===== src/rtl/video_timing_gen_if.sv =====
// Bundle between the timing generator and its user: runtime mode/ROI programming in,
// sync, data-enable, coordinates and strobes out.
interface video_timing_gen_if #(
  parameter int CNT_W = 12
) ();
  logic [CNT_W-1:0] cfg_h_active, cfg_h_fp, cfg_h_sync, cfg_h_bp;
  logic [CNT_W-1:0] cfg_v_active, cfg_v_fp, cfg_v_sync, cfg_v_bp;
  logic [CNT_W-1:0] cfg_win_x0, cfg_win_y0, cfg_win_w, cfg_win_h;
  logic             cfg_load;
  logic             cfg_pending;
  logic             hs, vs, de;
  logic [CNT_W-1:0] active_x, active_y;
  logic             sof, eol, win;

  modport master (
    output cfg_h_active, cfg_h_fp, cfg_h_sync, cfg_h_bp,
    output cfg_v_active, cfg_v_fp, cfg_v_sync, cfg_v_bp,
    output cfg_win_x0, cfg_win_y0, cfg_win_w, cfg_win_h, cfg_load,
    input  cfg_pending, hs, vs, de, active_x, active_y, sof, eol, win
  );

  modport slave (
    input  cfg_h_active, cfg_h_fp, cfg_h_sync, cfg_h_bp,
    input  cfg_v_active, cfg_v_fp, cfg_v_sync, cfg_v_bp,
    input  cfg_win_x0, cfg_win_y0, cfg_win_w, cfg_win_h, cfg_load,
    output cfg_pending, hs, vs, de, active_x, active_y, sof, eol, win
  );
endinterface


===== src/rtl/video_timing_gen.sv =====
// Runtime-reprogrammable video timing generator: pending mode/ROI set is swapped into the
// active set only on the last pixel of a frame, so a new mode always starts cleanly at sof.
module video_timing_gen #(
  parameter int CNT_W    = 12,
  parameter int H_ACTIVE = 1280,
  parameter int H_FP     = 110,
  parameter int H_SYNC   = 40,
  parameter int H_BP     = 220,
  parameter int V_ACTIVE = 720,
  parameter int V_FP     = 5,
  parameter int V_SYNC   = 5,
  parameter int V_BP     = 20,
  parameter bit HS_POL   = 1'b1,
  parameter bit VS_POL   = 1'b1,
  parameter int WIN_X0   = 0,
  parameter int WIN_Y0   = 0,
  parameter int WIN_W    = 480,
  parameter int WIN_H    = 272
) (
  input logic              clk,
  input logic              rst,
  video_timing_gen_if.slave vt
);
  localparam int NF = 12;
  localparam int EW = CNT_W + 2;
  localparam int F_HA = 0, F_HF = 1, F_HS = 2, F_HB = 3;
  localparam int F_VA = 4, F_VF = 5, F_VS = 6, F_VB = 7;
  localparam int F_X0 = 8, F_Y0 = 9, F_WW = 10, F_WH = 11;

  localparam logic [CNT_W-1:0] RST_CFG [NF] = '{
    CNT_W'(H_ACTIVE), CNT_W'(H_FP), CNT_W'(H_SYNC), CNT_W'(H_BP),
    CNT_W'(V_ACTIVE), CNT_W'(V_FP), CNT_W'(V_SYNC), CNT_W'(V_BP),
    CNT_W'(WIN_X0),   CNT_W'(WIN_Y0), CNT_W'(WIN_W), CNT_W'(WIN_H)
  };

  logic [CNT_W-1:0] w_cfg_in [NF];
  logic [CNT_W-1:0] r_act    [NF];
  logic [CNT_W-1:0] r_pend   [NF];
  logic             r_pending;

  assign w_cfg_in[F_HA] = vt.cfg_h_active;
  assign w_cfg_in[F_HF] = vt.cfg_h_fp;
  assign w_cfg_in[F_HS] = vt.cfg_h_sync;
  assign w_cfg_in[F_HB] = vt.cfg_h_bp;
  assign w_cfg_in[F_VA] = vt.cfg_v_active;
  assign w_cfg_in[F_VF] = vt.cfg_v_fp;
  assign w_cfg_in[F_VS] = vt.cfg_v_sync;
  assign w_cfg_in[F_VB] = vt.cfg_v_bp;
  assign w_cfg_in[F_X0] = vt.cfg_win_x0;
  assign w_cfg_in[F_Y0] = vt.cfg_win_y0;
  assign w_cfg_in[F_WW] = vt.cfg_win_w;
  assign w_cfg_in[F_WH] = vt.cfg_win_h;

  logic [CNT_W-1:0] r_h_cnt, r_v_cnt;

  // Extended-width boundaries so sums never wrap for totals up to 2^CNT_W.
  logic [EW-1:0]    w_h_start, w_h_stop, w_h_last, w_v_start, w_v_stop, w_v_last;
  logic [EW-1:0]    w_h_cnt_e, w_v_cnt_e, w_x_full, w_y_full, w_x_e, w_y_e;
  logic             w_h_end, w_v_end, w_apply, w_h_in, w_v_in, w_de, w_in_roi;
  logic [CNT_W-1:0] w_x, w_y;

  assign w_h_cnt_e = EW'(r_h_cnt);
  assign w_v_cnt_e = EW'(r_v_cnt);
  assign w_h_start = EW'(r_act[F_HS]) + EW'(r_act[F_HB]);
  assign w_h_stop  = w_h_start + EW'(r_act[F_HA]);
  assign w_h_last  = w_h_stop + EW'(r_act[F_HF]) - EW'(1);
  assign w_v_start = EW'(r_act[F_VS]) + EW'(r_act[F_VB]);
  assign w_v_stop  = w_v_start + EW'(r_act[F_VA]);
  assign w_v_last  = w_v_stop + EW'(r_act[F_VF]) - EW'(1);

  assign w_h_end = (w_h_cnt_e == w_h_last);
  assign w_v_end = (w_v_cnt_e == w_v_last);
  assign w_apply = w_h_end && w_v_end;

  assign w_h_in = (w_h_cnt_e >= w_h_start) && (w_h_cnt_e < w_h_stop);
  assign w_v_in = (w_v_cnt_e >= w_v_start) && (w_v_cnt_e < w_v_stop);
  assign w_de   = w_h_in && w_v_in;

  assign w_x_full = w_h_cnt_e - w_h_start;
  assign w_y_full = w_v_cnt_e - w_v_start;
  assign w_x      = w_x_full[CNT_W-1:0];
  assign w_y      = w_y_full[CNT_W-1:0];
  assign w_x_e    = EW'(w_x);
  assign w_y_e    = EW'(w_y);

  // A zero width or height makes the upper bound equal the lower one, so the ROI is empty.
  assign w_in_roi = (w_x_e >= EW'(r_act[F_X0])) && (w_x_e < EW'(r_act[F_X0]) + EW'(r_act[F_WW])) &&
                    (w_y_e >= EW'(r_act[F_Y0])) && (w_y_e < EW'(r_act[F_Y0]) + EW'(r_act[F_WH]));

  always_ff @(posedge clk or posedge rst) begin
    if (rst) begin
      for (int i = 0; i < NF; i++) begin
        r_act[i]  <= RST_CFG[i];
        r_pend[i] <= '0;
      end
      r_pending <= 1'b0;
    end else begin
      if (vt.cfg_load) begin
        for (int i = 0; i < NF; i++) r_pend[i] <= w_cfg_in[i];
      end
      // A load landing on the apply cycle bypasses the pending set entirely.
      if (w_apply) begin
        if (vt.cfg_load) begin
          for (int i = 0; i < NF; i++) r_act[i] <= w_cfg_in[i];
        end else if (r_pending) begin
          for (int i = 0; i < NF; i++) r_act[i] <= r_pend[i];
        end
        r_pending <= 1'b0;
      end else if (vt.cfg_load) begin
        r_pending <= 1'b1;
      end
    end
  end

  logic             r_hs, r_vs, r_de, r_sof, r_eol, r_win;
  logic [CNT_W-1:0] r_x, r_y;

  always_ff @(posedge clk or posedge rst) begin
    if (rst) begin
      r_h_cnt <= '0;
      r_v_cnt <= '0;
      r_hs    <= ~HS_POL;
      r_vs    <= ~VS_POL;
      r_de    <= 1'b0;
      r_x     <= '0;
      r_y     <= '0;
      r_sof   <= 1'b0;
      r_eol   <= 1'b0;
      r_win   <= 1'b0;
    end else begin
      if (w_h_end) begin
        r_h_cnt <= '0;
        r_v_cnt <= w_v_end ? '0 : r_v_cnt + CNT_W'(1);
      end else begin
        r_h_cnt <= r_h_cnt + CNT_W'(1);
      end
      r_hs  <= (r_h_cnt < r_act[F_HS]) ? HS_POL : ~HS_POL;
      r_vs  <= (r_v_cnt < r_act[F_VS]) ? VS_POL : ~VS_POL;
      r_de  <= w_de;
      r_x   <= w_de ? w_x : '0;
      r_y   <= w_de ? w_y : '0;
      r_sof <= (r_h_cnt == '0) && (r_v_cnt == '0);
      r_eol <= w_de && (w_x == r_act[F_HA] - CNT_W'(1));
      r_win <= w_de && w_in_roi;
    end
  end

  assign vt.cfg_pending = r_pending;
  assign vt.hs          = r_hs;
  assign vt.vs          = r_vs;
  assign vt.de          = r_de;
  assign vt.active_x    = r_x;
  assign vt.active_y    = r_y;
  assign vt.sof         = r_sof;
  assign vt.eol         = r_eol;
  assign vt.win         = r_win;
endmodule


===== src/flat_wrapper.sv =====
// flat-port wrapper written by rule: the top's interface ports become plain ports
module video_timing_gen_flat 
#(
  parameter int CNT_W    = 12,
  parameter int H_ACTIVE = 1280,
  parameter int H_FP     = 110,
  parameter int H_SYNC   = 40,
  parameter int H_BP     = 220,
  parameter int V_ACTIVE = 720,
  parameter int V_FP     = 5,
  parameter int V_SYNC   = 5,
  parameter int V_BP     = 20,
  parameter bit HS_POL   = 1'b1,
  parameter bit VS_POL   = 1'b1,
  parameter int WIN_X0   = 0,
  parameter int WIN_Y0   = 0,
  parameter int WIN_W    = 480,
  parameter int WIN_H    = 272
)
  (clk, rst, vt_cfg_h_active, vt_cfg_h_fp, vt_cfg_h_sync, vt_cfg_h_bp, vt_cfg_v_active, vt_cfg_v_fp, vt_cfg_v_sync, vt_cfg_v_bp, vt_cfg_win_x0, vt_cfg_win_y0, vt_cfg_win_w, vt_cfg_win_h, vt_cfg_load, vt_cfg_pending, vt_hs, vt_vs, vt_de, vt_active_x, vt_active_y, vt_sof, vt_eol, vt_win);
  video_timing_gen_if #(.CNT_W(CNT_W)) vt_i ();
  input logic clk;
  input logic rst;
  input wire logic [$bits(vt_i.cfg_h_active)-1:0] vt_cfg_h_active;
  input wire logic [$bits(vt_i.cfg_h_fp)-1:0] vt_cfg_h_fp;
  input wire logic [$bits(vt_i.cfg_h_sync)-1:0] vt_cfg_h_sync;
  input wire logic [$bits(vt_i.cfg_h_bp)-1:0] vt_cfg_h_bp;
  input wire logic [$bits(vt_i.cfg_v_active)-1:0] vt_cfg_v_active;
  input wire logic [$bits(vt_i.cfg_v_fp)-1:0] vt_cfg_v_fp;
  input wire logic [$bits(vt_i.cfg_v_sync)-1:0] vt_cfg_v_sync;
  input wire logic [$bits(vt_i.cfg_v_bp)-1:0] vt_cfg_v_bp;
  input wire logic [$bits(vt_i.cfg_win_x0)-1:0] vt_cfg_win_x0;
  input wire logic [$bits(vt_i.cfg_win_y0)-1:0] vt_cfg_win_y0;
  input wire logic [$bits(vt_i.cfg_win_w)-1:0] vt_cfg_win_w;
  input wire logic [$bits(vt_i.cfg_win_h)-1:0] vt_cfg_win_h;
  input wire logic [$bits(vt_i.cfg_load)-1:0] vt_cfg_load;
  output wire logic [$bits(vt_i.cfg_pending)-1:0] vt_cfg_pending;
  output wire logic [$bits(vt_i.hs)-1:0] vt_hs;
  output wire logic [$bits(vt_i.vs)-1:0] vt_vs;
  output wire logic [$bits(vt_i.de)-1:0] vt_de;
  output wire logic [$bits(vt_i.active_x)-1:0] vt_active_x;
  output wire logic [$bits(vt_i.active_y)-1:0] vt_active_y;
  output wire logic [$bits(vt_i.sof)-1:0] vt_sof;
  output wire logic [$bits(vt_i.eol)-1:0] vt_eol;
  output wire logic [$bits(vt_i.win)-1:0] vt_win;
  assign vt_i.cfg_h_active = vt_cfg_h_active;
  assign vt_i.cfg_h_fp = vt_cfg_h_fp;
  assign vt_i.cfg_h_sync = vt_cfg_h_sync;
  assign vt_i.cfg_h_bp = vt_cfg_h_bp;
  assign vt_i.cfg_v_active = vt_cfg_v_active;
  assign vt_i.cfg_v_fp = vt_cfg_v_fp;
  assign vt_i.cfg_v_sync = vt_cfg_v_sync;
  assign vt_i.cfg_v_bp = vt_cfg_v_bp;
  assign vt_i.cfg_win_x0 = vt_cfg_win_x0;
  assign vt_i.cfg_win_y0 = vt_cfg_win_y0;
  assign vt_i.cfg_win_w = vt_cfg_win_w;
  assign vt_i.cfg_win_h = vt_cfg_win_h;
  assign vt_i.cfg_load = vt_cfg_load;
  assign vt_cfg_pending = vt_i.cfg_pending;
  assign vt_hs = vt_i.hs;
  assign vt_vs = vt_i.vs;
  assign vt_de = vt_i.de;
  assign vt_active_x = vt_i.active_x;
  assign vt_active_y = vt_i.active_y;
  assign vt_sof = vt_i.sof;
  assign vt_eol = vt_i.eol;
  assign vt_win = vt_i.win;
  video_timing_gen #(.CNT_W(CNT_W), .H_ACTIVE(H_ACTIVE), .H_FP(H_FP), .H_SYNC(H_SYNC), .H_BP(H_BP), .V_ACTIVE(V_ACTIVE), .V_FP(V_FP), .V_SYNC(V_SYNC), .V_BP(V_BP), .HS_POL(HS_POL), .VS_POL(VS_POL), .WIN_X0(WIN_X0), .WIN_Y0(WIN_Y0), .WIN_W(WIN_W), .WIN_H(WIN_H)) u_core (.clk(clk), .rst(rst), .vt(vt_i));
endmodule

===== config.mk =====
export PLATFORM = sky130hd
export DESIGN_NAME = video_timing_gen_flat
export DESIGN_NICKNAME = d
export VERILOG_FILES = /design/src/rtl/video_timing_gen_if.sv /design/src/rtl/video_timing_gen.sv /design/src/flat_wrapper.sv
export SDC_FILE = /design/constraint.sdc
export NUM_CORES = 1
export LEC_CHECK = 0
export ABC_AREA = 1
export CORE_ASPECT_RATIO = 0.8
export CORE_MARGIN = 5
export CORE_UTILIZATION = 50
export CTS_CLUSTER_SIZE = 28
export DETAILED_ROUTE_END_ITERATION = 10
export PLACE_DENSITY = 0.69
export SLEW_MARGIN = 20
export SYNTH_ARGS = -nofsm -noshare
export SYNTH_HDL_FRONTEND = slang
export SYNTH_SLANG_ARGS = --single-unit

===== constraint.sdc =====
create_clock -name clk -period 13.3 [get_ports clk]
set_clock_uncertainty 0.2 [all_clocks]
set_input_delay 2.66 -clock clk [delete_from_list [all_inputs] [get_ports clk]]
set_output_delay 2.66 -clock clk [all_outputs]
set_load 0.01 [all_outputs]

# --- After elaboration in Yosys (flattened, before gate mapping) ---
# Index checks and enable logic that the tools add are counted.
op_classes:
  muxes: 10
  magnitude_cmp: 10
  add_sub_neg: 15
  n_reduce_logical: 15
  eq_ne: 3
op_table:
  columns: ["op", "n"]
  rows:
  - ["144-bit two-way mux", 2]
  - ["12-bit by 14-bit less-than comparator with 1-bit output", 4]
  - ["12-bit by 12-bit adder with 13-bit output", 4]
  - ["12-bit two-way mux", 4]
  - ["13-bit by 12-bit adder with 14-bit output", 2]
  - ["14-bit by 12-bit adder with 14-bit output", 2]
  - ["12-bit by 14-bit equality test with 1-bit output", 2]
  - ["14-bit by 1-bit subtractor with 14-bit output, second input constant", 2]
  - ["12-bit by 13-bit greater-or-equal comparator with 1-bit output", 2]
  - ["12-bit by 1-bit adder with 12-bit output, second input constant", 2]
  - ["12-bit greater-or-equal comparator", 2]
  - ["12-bit logical NOT", 2]
  - ["12-bit less-than comparator", 2]
  - ["12-bit subtractor", 2]
  - ["12-bit equality test", 1]
  - ["12-bit by 1-bit subtractor with 12-bit output, second input constant", 1]
  - ["1-bit logical AND", 10]
  - ["1-bit two-way mux", 4]
  - ["2-bit nonzero test", 2]
  - ["2-bit AND reduction", 1]
totals:
  output_inout_bits: 31
  ff_bits: 343
  in_bits: 147
  wordCells: 88

# --- Longest topological paths before layout ---
# Gate-level depths: netlist of the first run.
depth:
  ltp_word: 7
  mapped_depth: 36
  depth_no_buf: 34

# --- Worst setup path before layout of the first run ---
# OpenSTA, ideal clock, no wires.
synth_timing:
  path_type: "reg-to-reg"
  from: "register u_core.r_act[60] (netlist name)"
  to: "register u_core.r_act[134] (netlist name)"
  period_less_slack_ns: 5.387
  t_required_ns: 12.983
  path_stages_with_launch: 31
  t_arrival_ns: 5.070
  setup_ns: 0.117
  n_path_buf: 2
  slack_ns: 7.913
  cell_sequence: "dfstp_2 -> ha_1 -> inv_1 -> fa_1 -> o21ai_0 -> a31oi_1 -> o21ai_0 -> xor2_1 -> ha_1 -> a21o_1 -> a21oi_1 -> nand3_1 -> a21oi_1 -> o21bai_1 -> xnor2_1 -> ha_1 -> inv_1 -> ha_1 -> nand2_1 -> nor2_1 -> nand3_1 -> nand3_1 -> nand2_1 -> nand2_1 -> nand2_1 -> nor3_1 -> nand3_4 -> buf_6 -> buf_6 -> nand2_1 -> nand2_1"
synth_via:
  elab_chain_cells: 7
synth_rtl:
  columns: ["element", "line_no", "text"]
  rows:
  - ["start: declaration", "video_timing_gen.sv:37", "logic [CNT_W-1:0] r_act [NF];"]
  - ["start signal: indexed assignment", "video_timing_gen.sv:93", "r_act[i] <= RST_CFG[i];"]
  - ["12-bit by 12-bit adder with 13-bit output", "video_timing_gen.sv:67", "assign w_v_start = EW'(r_act[F_VS]) + EW'(r_act[F_VB]);"]
  - ["13-bit by 12-bit adder with 14-bit output", "video_timing_gen.sv:68", "assign w_v_stop = w_v_start + EW'(r_act[F_VA]);"]
  - ["14-bit by 12-bit adder with 14-bit output", "video_timing_gen.sv:69", "assign w_v_last = w_v_stop + EW'(r_act[F_VF]) - EW'(1);"]
  - ["14-bit by 1-bit subtractor with 14-bit output", "video_timing_gen.sv:69", null]
  - ["12-bit by 14-bit equality test with 1-bit output", "video_timing_gen.sv:72", "assign w_v_end = (w_v_cnt_e == w_v_last);"]
  - ["1-bit logical AND", "video_timing_gen.sv:73", "assign w_apply = w_h_end && w_v_end;"]
  - ["2-bit AND reduction (no line)", null, null]
# No other way between the ends.
# A chain may end at the register's enable or synchronous reset.

# --- Worst setup path after layout of the first run ---
layout_timing:
  from: "register u_core.r_act[60] (netlist name)"
  to: "register u_core.r_act[12] (netlist name)"
# Same word-level chain as after synthesis.

==> summary.md, run 1 <==
| Metric | Value |
|---|---|
| Status | `finished, final reports clean` |
| Die width | `246 microns` |
| Post-synth EDFFs | `0` |
| RSZ-0062 raised after global routing | `false` |
| Endpoints failing setup | `0` |
| Worst path bufs/invs | `3` |
| CP max stage cell | `buf_4` |
| Clock Pin Slew Worst Setup and Hold Paths | `0.06 ns` |
| Initial Util | `0.503` |
| Count of cell types in the netlist | `44` |
| Initial DRT Pass Iterations | `5` |
| Worst-path fanout max | `83` |
| Root Buffer | `clkbuf_16` |
| Worst path most repeated cell | `nand2_1` |
| Peak VDD IR | `0.0914 mV` |
| CTS Buf Count | `38` |
| Most frequent cell after synthesis | `nand2_1` |
| Via count | `18900` |
| Min Tclk post-route | `7.33 ns` |
| H-tree Lvls | `2` |
| # fillers | `4155` |
| Port bufs | `177` |
| Core region area | `44200 sq um` |
| Hold Crit Class | `flop to flop` |
| Die Y | `199 microns` |
| Worst-Skew Late Latency | `0.56 ns` |
| Syn_nets | `3299` |
| Total number of yosys warnings | `0` |
| Count of pins over their slew limit | `0` |
| Pin count of the biggest net entering global routing | `128` |
| Ratio of cells with drive above 1 in the final layout | `0.0403` |
| Synthesized cell area | `22200 sq um` |
| Slew margin rel. | `0.272` |
| All-layer global routing usage | `0.240` |
| CP required | `13.53 ns` |
| Top cells by count, synth | `nand2_1, inv_1, dfrtp_1` |
| Period Utilization, post-route | `0.551` |
| Hold violation count in the final report | `0` |
| Initial antenna violation count | `0` |
| Max_cap viols | `0` |
| Cell taking the most area after synthesis | `dfrtp_1` |
| Area growth syn-to-layout | `15.7%` |
| Post-synth top area share | `0.352` |
| Pwr dens | `89.8 nW/um^2` |
| # clock sinks | `343` |
| Vias in the first global route | `19000` |
| Placer Congestion | `0.960` |
| Num rows | `69` |
| Seq/Total Area, Yosys | `0.388` |
| CP arrival | `7.56 ns` |
| Peak Freq | `136 MHz` |
| Antenna Nets Post-Route | `0` |
| Hold_ws | `0.264 ns` |
| Lkg Pwr | `0.0138 uW` |
| CP top delay family | `simple AND/OR/NAND/NOR gates` |
| Overflow left after global routing | `0` |
| Yosys reg bits | `343` |
| CTS Buffer Depth | `3` |
| N_diodes | `0` |
| Synth top area cells | `dfrtp_1, nand2_1, ha_1` |
| Synth Area per Inst | `7.65 sq um` |
| CTS tree | `done` |
| Post-CTS Hold Fix Bufs | `0` |
| Top FF cell, synth | `dfrtp_1` |
| Critical path class | `flop to flop` |
| DR iter-0 viols | `1157` |
| CTS resizes | `0` |
| Vias per cell | `5.13` |
| Die area | `48800 sq um` |
| Final routed DRC violation total | `0` |
| # IOs | `178` |
| Measured slew at the worst slew-check pin | `1.09 ns` |
| Mapped Cells | `2905` |
| Setup TNS | `0 ns` |
| DP HPWL | `44.1 mm` |
| Routed length per instance | `15.8 microns` |
| Post-CTS Setup Bufs | `0` |
| Crit. End Element | `flop` |
| First-pass GRT wire length | `96.6 mm` |
| Layout net count | `3441` |
| Post-synth ARST share | `1.00` |
| CP startpoint kind | `flop` |
| Drt total wl | `58.3 mm` |
| Max incr delay on CP | `0.64 ns` |
[per-layer routing]
metal | share of wire | GRT usage | vias up
li1 | - | - | 9592
met1 | 0.48 | 0.339 | 8856
met2 | 0.46 | 0.398 | 357
met3 | 0.043 | 0.0356 | 67
met4 | 0.018 | 0.0539 | 0
met5 | 0 | 0 | -
[layout by cell type (no fill, tap or decap), types with 33 or more instances in the layout]
cell             count
o21ai_0             63
nand3_1            255
inv_1              324
xor2_1              83
xnor2_1             41
nand2_1           1032
ha_1               237
dfrtp_1            313
clkbuf_16           39
nand4_1             33
nor2_1             143
clkdlybuf4s50_1    176
a21oi_1            134
[flip-flops by register name, summed over array words and instances, names as in the netlist, 12 cells and up]
name / count
u_core.r_v_cnt: 12
u_core.r_h_cnt: 12
u_core.vt.active_x: 12
u_core.r_act: 144
u_core.r_pend: 144
u_core.vt.active_y: 12
[area by class of cell]
| type | instances | area, sq um | share of cell area |
|---|---|---|---|
| clock buffer | 49 | 1050 | 0.0410 |
| clock inverter | 18 | 224 | 0.00871 |
| inverter | 328 | 1240 | 0.0483 |
| multi-input combinational | 2147 | 12000 | 0.465 |
| sequential | 343 | 8620 | 0.335 |
| tap | 603 | 754 | 0.0293 |
| timing repair buffer | 189 | 1860 | 0.0723 |
[tightest hold or removal path, stage by stage (launching register included)]
cell and delay (ns):
dfstp_2 0.37, nand2_1 0.05, nand2_1 0.04
[kinds of logic (layout without fill, tap and decap cells)]
kind of cell | Yosys count | after routing | share of synthesized area
flip-flops | 343 | 343 | 0.388
adder cells (fa/ha/maj) | 247 | 247 | 0.142
AND/OR/NAND/NOR | 1520 | 1520 | 0.282
AO/OA/AOI/OAI | 255 | 255 | 0.0638
buffers and inverters | 415 | 584 | 0.0742
XOR/XNOR | 125 | 125 | 0.0499
[final timing paths]
path	startpoint	to	slack, ns	depth (start not counted)
max	u_core.r_act[60]	u_core.r_act[12]	5.97	29
min	u_core.r_act[74]	u_core.r_act[74]	0.26	2
max reg2reg	u_core.r_act[60]	u_core.r_act[12]	5.97	29
min reg2reg	u_core.r_act[74]	u_core.r_act[74]	0.26	2
max in group asynchronous	rst	u_core.r_pend[12]	7.96	4
min in group asynchronous	rst	u_core.r_pend[73]	2.48	2
[power breakdown]
group          switching (uW)  internal (uW)  total (uW)  leakage [uW]
Clock                     445            642        1090      0.000619
Combinational            74.4           56.4         131       0.00882
Sequential               10.1           1080        1090       0.00441
[stage by stage]
stage | instance area [sq um] | utilization | std cells | power (uW) | setup WS (ns)
2_1_floorplan | 22200 | - | 2905 | 1180 | 0.981
5_1_grt | 25700 | 0.582 | 3677 | 2400 | 5.30
3_5_place_dp | 24400 | 0.553 | 3610 | 1240 | 5.93
6_report | 25700 | 0.582 | 3677 | 2310 | 5.97
4_1_cts | 25700 | 0.582 | 3677 | 2340 | 5.90
3_3_place_gp | 24400 | 0.553 | 3610 | 1240 | 6.08
Power figures use the tool's default switching activity.
==> run 2, diff against run 1 <==
--- a/config.mk
+++ b/config.mk
@@ -11,7 +11,7 @@
 export CORE_UTILIZATION = 50
 export CTS_CLUSTER_SIZE = 28
 export DETAILED_ROUTE_END_ITERATION = 10
-export PLACE_DENSITY = 0.69
+export PLACE_DENSITY = 0.72
 export SLEW_MARGIN = 20
 export SYNTH_ARGS = -nofsm -noshare
 export SYNTH_HDL_FRONTEND = slang
==> constraint.sdc (replaced) <==
create_clock -name clk -period 6.7 [get_ports clk]
set_clock_uncertainty 0.2 [all_clocks]
set_input_delay 1.34 -clock clk [delete_from_list [all_inputs] [get_ports clk]]
set_output_delay 1.34 -clock clk [all_outputs]
set_load 0.01 [all_outputs]
==> summary.md, run 2 (synthesis gave the netlist of run 1 again) <==
| Metric | Value |
|---|---|
| CP arrival | `6.57 ns` |
| Port bufs | `177` |
| Crit. End Element | `flop` |
| All-layer global routing usage | `0.237` |
| Antenna Nets Post-Route | `0` |
| Die Y | `199 microns` |
| Vias per cell | `5.16` |
| Clock Pin Slew Worst Setup and Hold Paths | `0.07 ns` |
| CP required | `6.97 ns` |
| DR iter-0 viols | `1345` |
| Placer Congestion | `0.949` |
| Worst-Skew Late Latency | `0.55 ns` |
| Period Utilization, post-route | `0.939` |
| Top Usage Layer GRT | `met2` |
| First-pass GRT wire length | `95.3 mm` |
| Critical path class | `flop to flop` |
| Initial DRT Pass Iterations | `7` |
| Max incr delay on CP | `0.54 ns` |
| Slew margin rel. | `0.327` |
| Lkg Pwr | `0.0139 uW` |
| Measured slew at the worst slew-check pin | `1.01 ns` |
| Leading cell type in the layout, fill and taps excluded | `nand2_1` |
| Routed length per instance | `16.1 microns` |
| Hold violation count in the final report | `0` |
| PnR Total Power | `4470 uW` |
| Initial Util | `0.503` |
| Worst-path fanout max | `38` |
| Root Buffer | `clkbuf_16` |
| # IOs | `178` |
| Count of pins over their slew limit | `0` |
| CTS Buffer Depth | `3` |
| Peak VDD IR | `0.132 mV` |
| Met1 GRT Util | `0.334` |
| Worst path most repeated cell | `nand2_1` |
| Die area | `48800 sq um` |
| Num rows | `69` |
| Core region area | `44200 sq um` |
| CTS Buf Count | `36` |
| Vias in the first global route | `18700` |
| Drt total wl | `59.2 mm` |
| # fillers | `3985` |
| Post-CTS Hold Fix Bufs | `0` |
| RSZ-0062 raised after global routing | `false` |
| N_diodes | `0` |
| Most frequent cells in the layout | `nand2_1, inv_1, dfrtp_1` |
| Via count | `19000` |
| Die width | `246 microns` |
| Met3 Usage GRT | `0.0357` |
| Initial antenna violation count | `0` |
| Endpoints failing setup | `0` |
| CTS tree | `done` |
| Top flop regs | `u_core.r_act x144, u_core.r_pend x144` |
| Final routed DRC violation total | `0` |
| CP top delay family | `simple AND/OR/NAND/NOR gates` |
| CP startpoint kind | `flop` |
| Min Tclk post-route | `6.29 ns` |
| Layout net count | `3445` |
| Ratio of cells with drive above 1 in the final layout | `0.0406` |
| Area growth syn-to-layout | `16.1%` |
| Worst path bufs/invs | `4` |
| # clock sinks | `343` |
| Hold Crit Class | `flop to flop` |
| Status | `finished, final reports clean` |
| Overflow left after global routing | `0` |
| Pin count of the biggest net entering global routing | `157` |
| CP max stage cell | `dfstp_2` |
| Max_cap viols | `0` |
| Setup TNS | `0 ns` |
| Met2 usage | `0.389` |
| DP HPWL | `43.5 mm` |
| Pwr dens | `173 nW/um^2` |
| Peak Freq | `159 MHz` |
| H-tree Lvls | `2` |
run 2: cell types whose count changed in the layout (fill, tap and decap cells not counted), sizes merged:
cell,previous run,this run
buf,13,16
bufinv,4,3
clkbuf,49,53
clkinv,8,4
clkinvlp,3,4
nand3,257,258
run 2: repair_timing:
action,in CTS,in global routing
gates resized for setup,0,5
hold endpoints to repair,0,0
setup buffers,0,2
endpoints found under the setup margin,0,145
run 2: stage by stage:
stage	hold WS [ns]	instance area, sq um	util	setup WS [ns]	instances
2_1_floorplan	0.239	22200	-	0.596	2905
3_3_place_gp	0.252	24500	0.555	0.485	3611
3_5_place_dp	0.254	24500	0.555	0.227	3611
4_1_cts	0.264	25700	0.581	0.188	3676
5_1_grt	0.278	25800	0.584	0.0168	3681
6_report	0.262	25800	0.584	0.407	3681
run 2: where the power goes:
part | switching [uW] | internal [uW] | leakage [uW] | total [uW]
sequential | 20.4 | 2150 | 0.00441 | 2170
clock | 859 | 1180 | 0.000567 | 2040
combinational | 151 | 113 | 0.00889 | 263
run 2: area by class of cell:
class,instances,area (sq um),share of cell area
Timing Repair Buffer,194,2020,0.0783
Tap cell,603,754,0.0292
Clock buffer,51,1010,0.0391
Multi-Input combinational cell,2148,12000,0.465
Sequential cell,343,8620,0.334
Inverter,328,1240,0.0480
Clock inverter,14,171,0.00664
run 2: worst min-delay path: stages, from the launching register on:
cell	delay (ns)
dfstp_2	0.37
nand2_1	0.05
nand2_1	0.04
run 2: path summary, 6_finish.rpt:
kind                                        from  slack [ns]  cells after the start                 to
worst min-delay path            u_core.r_act[74]        0.26                      2   u_core.r_act[74]
min in group asynchronous                    rst        1.02                      2  u_core.r_pend[91]
worst max-delay path            u_core.r_act[60]        0.41                     29  u_core.r_act[136]
max in group asynchronous                    rst        4.06                      3   u_core.r_act[41]
worst max register to register  u_core.r_act[60]        0.41                     29  u_core.r_act[136]
worst min register to register  u_core.r_act[74]        0.26                      2   u_core.r_act[74]
run 2: routing by layer:
metal | up-vias | wire [microns]
met5 | - | 0
met4 | 0 | 1270
met3 | 84 | 2920
met1 | 8870 | 28000
met2 | 423 | 27000
li1 | 9606 | -
==> run 3, diff against run 2 <==
--- a/config.mk
+++ b/config.mk
@@ -9,7 +9,7 @@
 export CORE_ASPECT_RATIO = 0.8
 export CORE_MARGIN = 5
 export CORE_UTILIZATION = 50
-export CTS_CLUSTER_SIZE = 28
+export CTS_CLUSTER_SIZE = 8
 export DETAILED_ROUTE_END_ITERATION = 10
 export PLACE_DENSITY = 0.72
 export SLEW_MARGIN = 20
==> summary.md, run 3 (synthesis gave the netlist of run 1 again) <==
| Metric | Value |
|---|---|
| Hold Crit Class | `flop to flop` |
| Max_cap viols | `0` |
| Endpoints failing setup | `0` |
| Routed length per instance | `16.1 microns` |
| CP required | `7.03 ns` |
| Area growth syn-to-layout | `17.3%` |
| Peak VDD IR | `0.174 mV` |
| Worst-Skew Late Latency | `0.60 ns` |
| Min Tclk post-route | `6.27 ns` |
| Pin count of the biggest net entering global routing | `157` |
| All-layer global routing usage | `0.240` |
| # fillers | `3979` |
| Root Buffer | `clkbuf_16` |
| H-tree Lvls | `2` |
| Core region area | `44200 sq um` |
| First-pass GRT wire length | `96.4 mm` |
| N_diodes | `0` |
| PnR Total Power | `4770 uW` |
| Pwr dens | `183 nW/um^2` |
| Die area | `48800 sq um` |
| CP arrival | `6.60 ns` |
| Hold_ws | `0.263 ns` |
| Die width | `246 microns` |
| Peak Freq | `160 MHz` |
| Top flop regs | `u_core.r_act x144, u_core.r_pend x144` |
| Leading cell type in the layout, fill and taps excluded | `nand2_1` |
| Measured slew at the worst slew-check pin | `1.02 ns` |
| Vias per cell | `5.17` |
| Critical path class | `flop to flop` |
| RSZ-0062 raised after global routing | `false` |
| Slew margin rel. | `0.318` |
| Num rows | `69` |
| Clock Pin Slew Worst Setup and Hold Paths | `0.05 ns` |
| Max incr delay on CP | `0.54 ns` |
| CTS Buffer Depth | `3` |
| CP startpoint kind | `flop` |
| Port bufs | `177` |
| Via count | `19100` |
| Initial DRT Pass Iterations | `5` |
| Overflow left after global routing | `0` |
| Crit. End Element | `flop` |
| # IOs | `178` |
| Status | `finished, final reports clean` |
| CTS Buf Count | `49` |
| Lkg Pwr | `0.0140 uW` |
| # clock sinks | `343` |
| Placer Congestion | `0.949` |
| CTS tree | `done` |
| CP max stage cell | `dfstp_2` |
| Ratio of cells with drive above 1 in the final layout | `0.0410` |
| Worst path most repeated cell | `nand2_1` |
| Layout net count | `3459` |
| Initial antenna violation count | `0` |
| Hold violation count in the final report | `0` |
| DP HPWL | `43.5 mm` |
| Most frequent cells in the layout | `nand2_1, inv_1, dfrtp_1` |
| Die Y | `199 microns` |
| DR iter-0 viols | `1348` |
| Count of pins over their slew limit | `0` |
| Drt total wl | `59.8 mm` |
| Final routed DRC violation total | `0` |
| Initial Util | `0.503` |
| Vias in the first global route | `19000` |
| Worst-path fanout max | `34` |
| Antenna Nets Post-Route | `0` |
| Period Utilization, post-route | `0.936` |
| Setup TNS | `0 ns` |
[run 3: changes by cell type in the layout (fill, tap and decap cells not counted), sizes merged]
cell,delta
clkbuf,+32
inv,-1
bufinv,-3
clkinv,-3
clkinvlp,-3
buf,+1
[run 3: metrics by stage]
step	instances	cell area, sq um	util	setup WS, ns
finish	3704	26100	0.590	0.431
global route	3704	26100	0.590	0.0229
CTS	3698	26000	0.587	0.198
detailed placement	3611	24500	0.555	0.227
global placement	3611	24500	0.555	0.485
floorplan	2905	22200	-	0.596
[run 3: repair_timing]
action	in CTS	in global routing
buffers inserted	0	3
hold buffers	0	0
gates resized for setup	0	5
endpoints found under the setup margin	0	145
[run 3: layout make-up]
| cell class | count | area [sq um] | share of cell area |
|---|---|---|---|
| well taps | 603 | 754 | 0.0289 |
| multi-input cells | 2148 | 12000 | 0.460 |
| clock inverters | 4 | 65.1 | 0.00250 |
| repair buffers | 195 | 2030 | 0.0778 |
| flip-flops and latches | 343 | 8620 | 0.331 |
| clock buffers | 83 | 1370 | 0.0527 |
| inverters | 328 | 1240 | 0.0475 |
[run 3: final timing paths]
| path | from | end | slack [ns] | cells past startpoint |
|---|---|---|---|---|
| min in group asynchronous | rst | u_core.r_act[94] | 0.96 | 2 |
| max reg2reg | u_core.r_act[60] | u_core.r_act[111] | 0.43 | 29 |
| max in group asynchronous | rst | u_core.r_pend[139] | 4.13 | 3 |
| min reg2reg | u_core.r_act[123] | u_core.r_act[123] | 0.26 | 2 |
| min | u_core.r_act[123] | u_core.r_act[123] | 0.26 | 2 |
| max | u_core.r_act[60] | u_core.r_act[111] | 0.43 | 29 |
[run 3: routing by layer]
metal  part of all wire  routed length, microns  vias up  track usage
met5                  0                       0        -            0
met4              0.023                    1390        0       0.0682
met3              0.052                    3080       84       0.0343
met2               0.46                   27300      473        0.391
met1               0.47                   28000     8949        0.339
li1                   -                       -     9637            -
[run 3: power breakdown]
group / internal [uW] / switching (uW)
clock: 1390 / 945
combinational: 113 / 151
sequential: 2150 / 20.5
[run 3: critical path, delay by kind of cell (launching register included)]
family | cells | cell delay [ns]
AO/OA/AOI/OAI | 4 | 0.85
flip-flops | 1 | 0.54
buffers and inverters | 4 | 0.51
XOR/XNOR | 2 | 0.50
AND/OR/NAND/NOR | 14 | 2.03
adder cells (fa/ha/maj) | 5 | 1.56
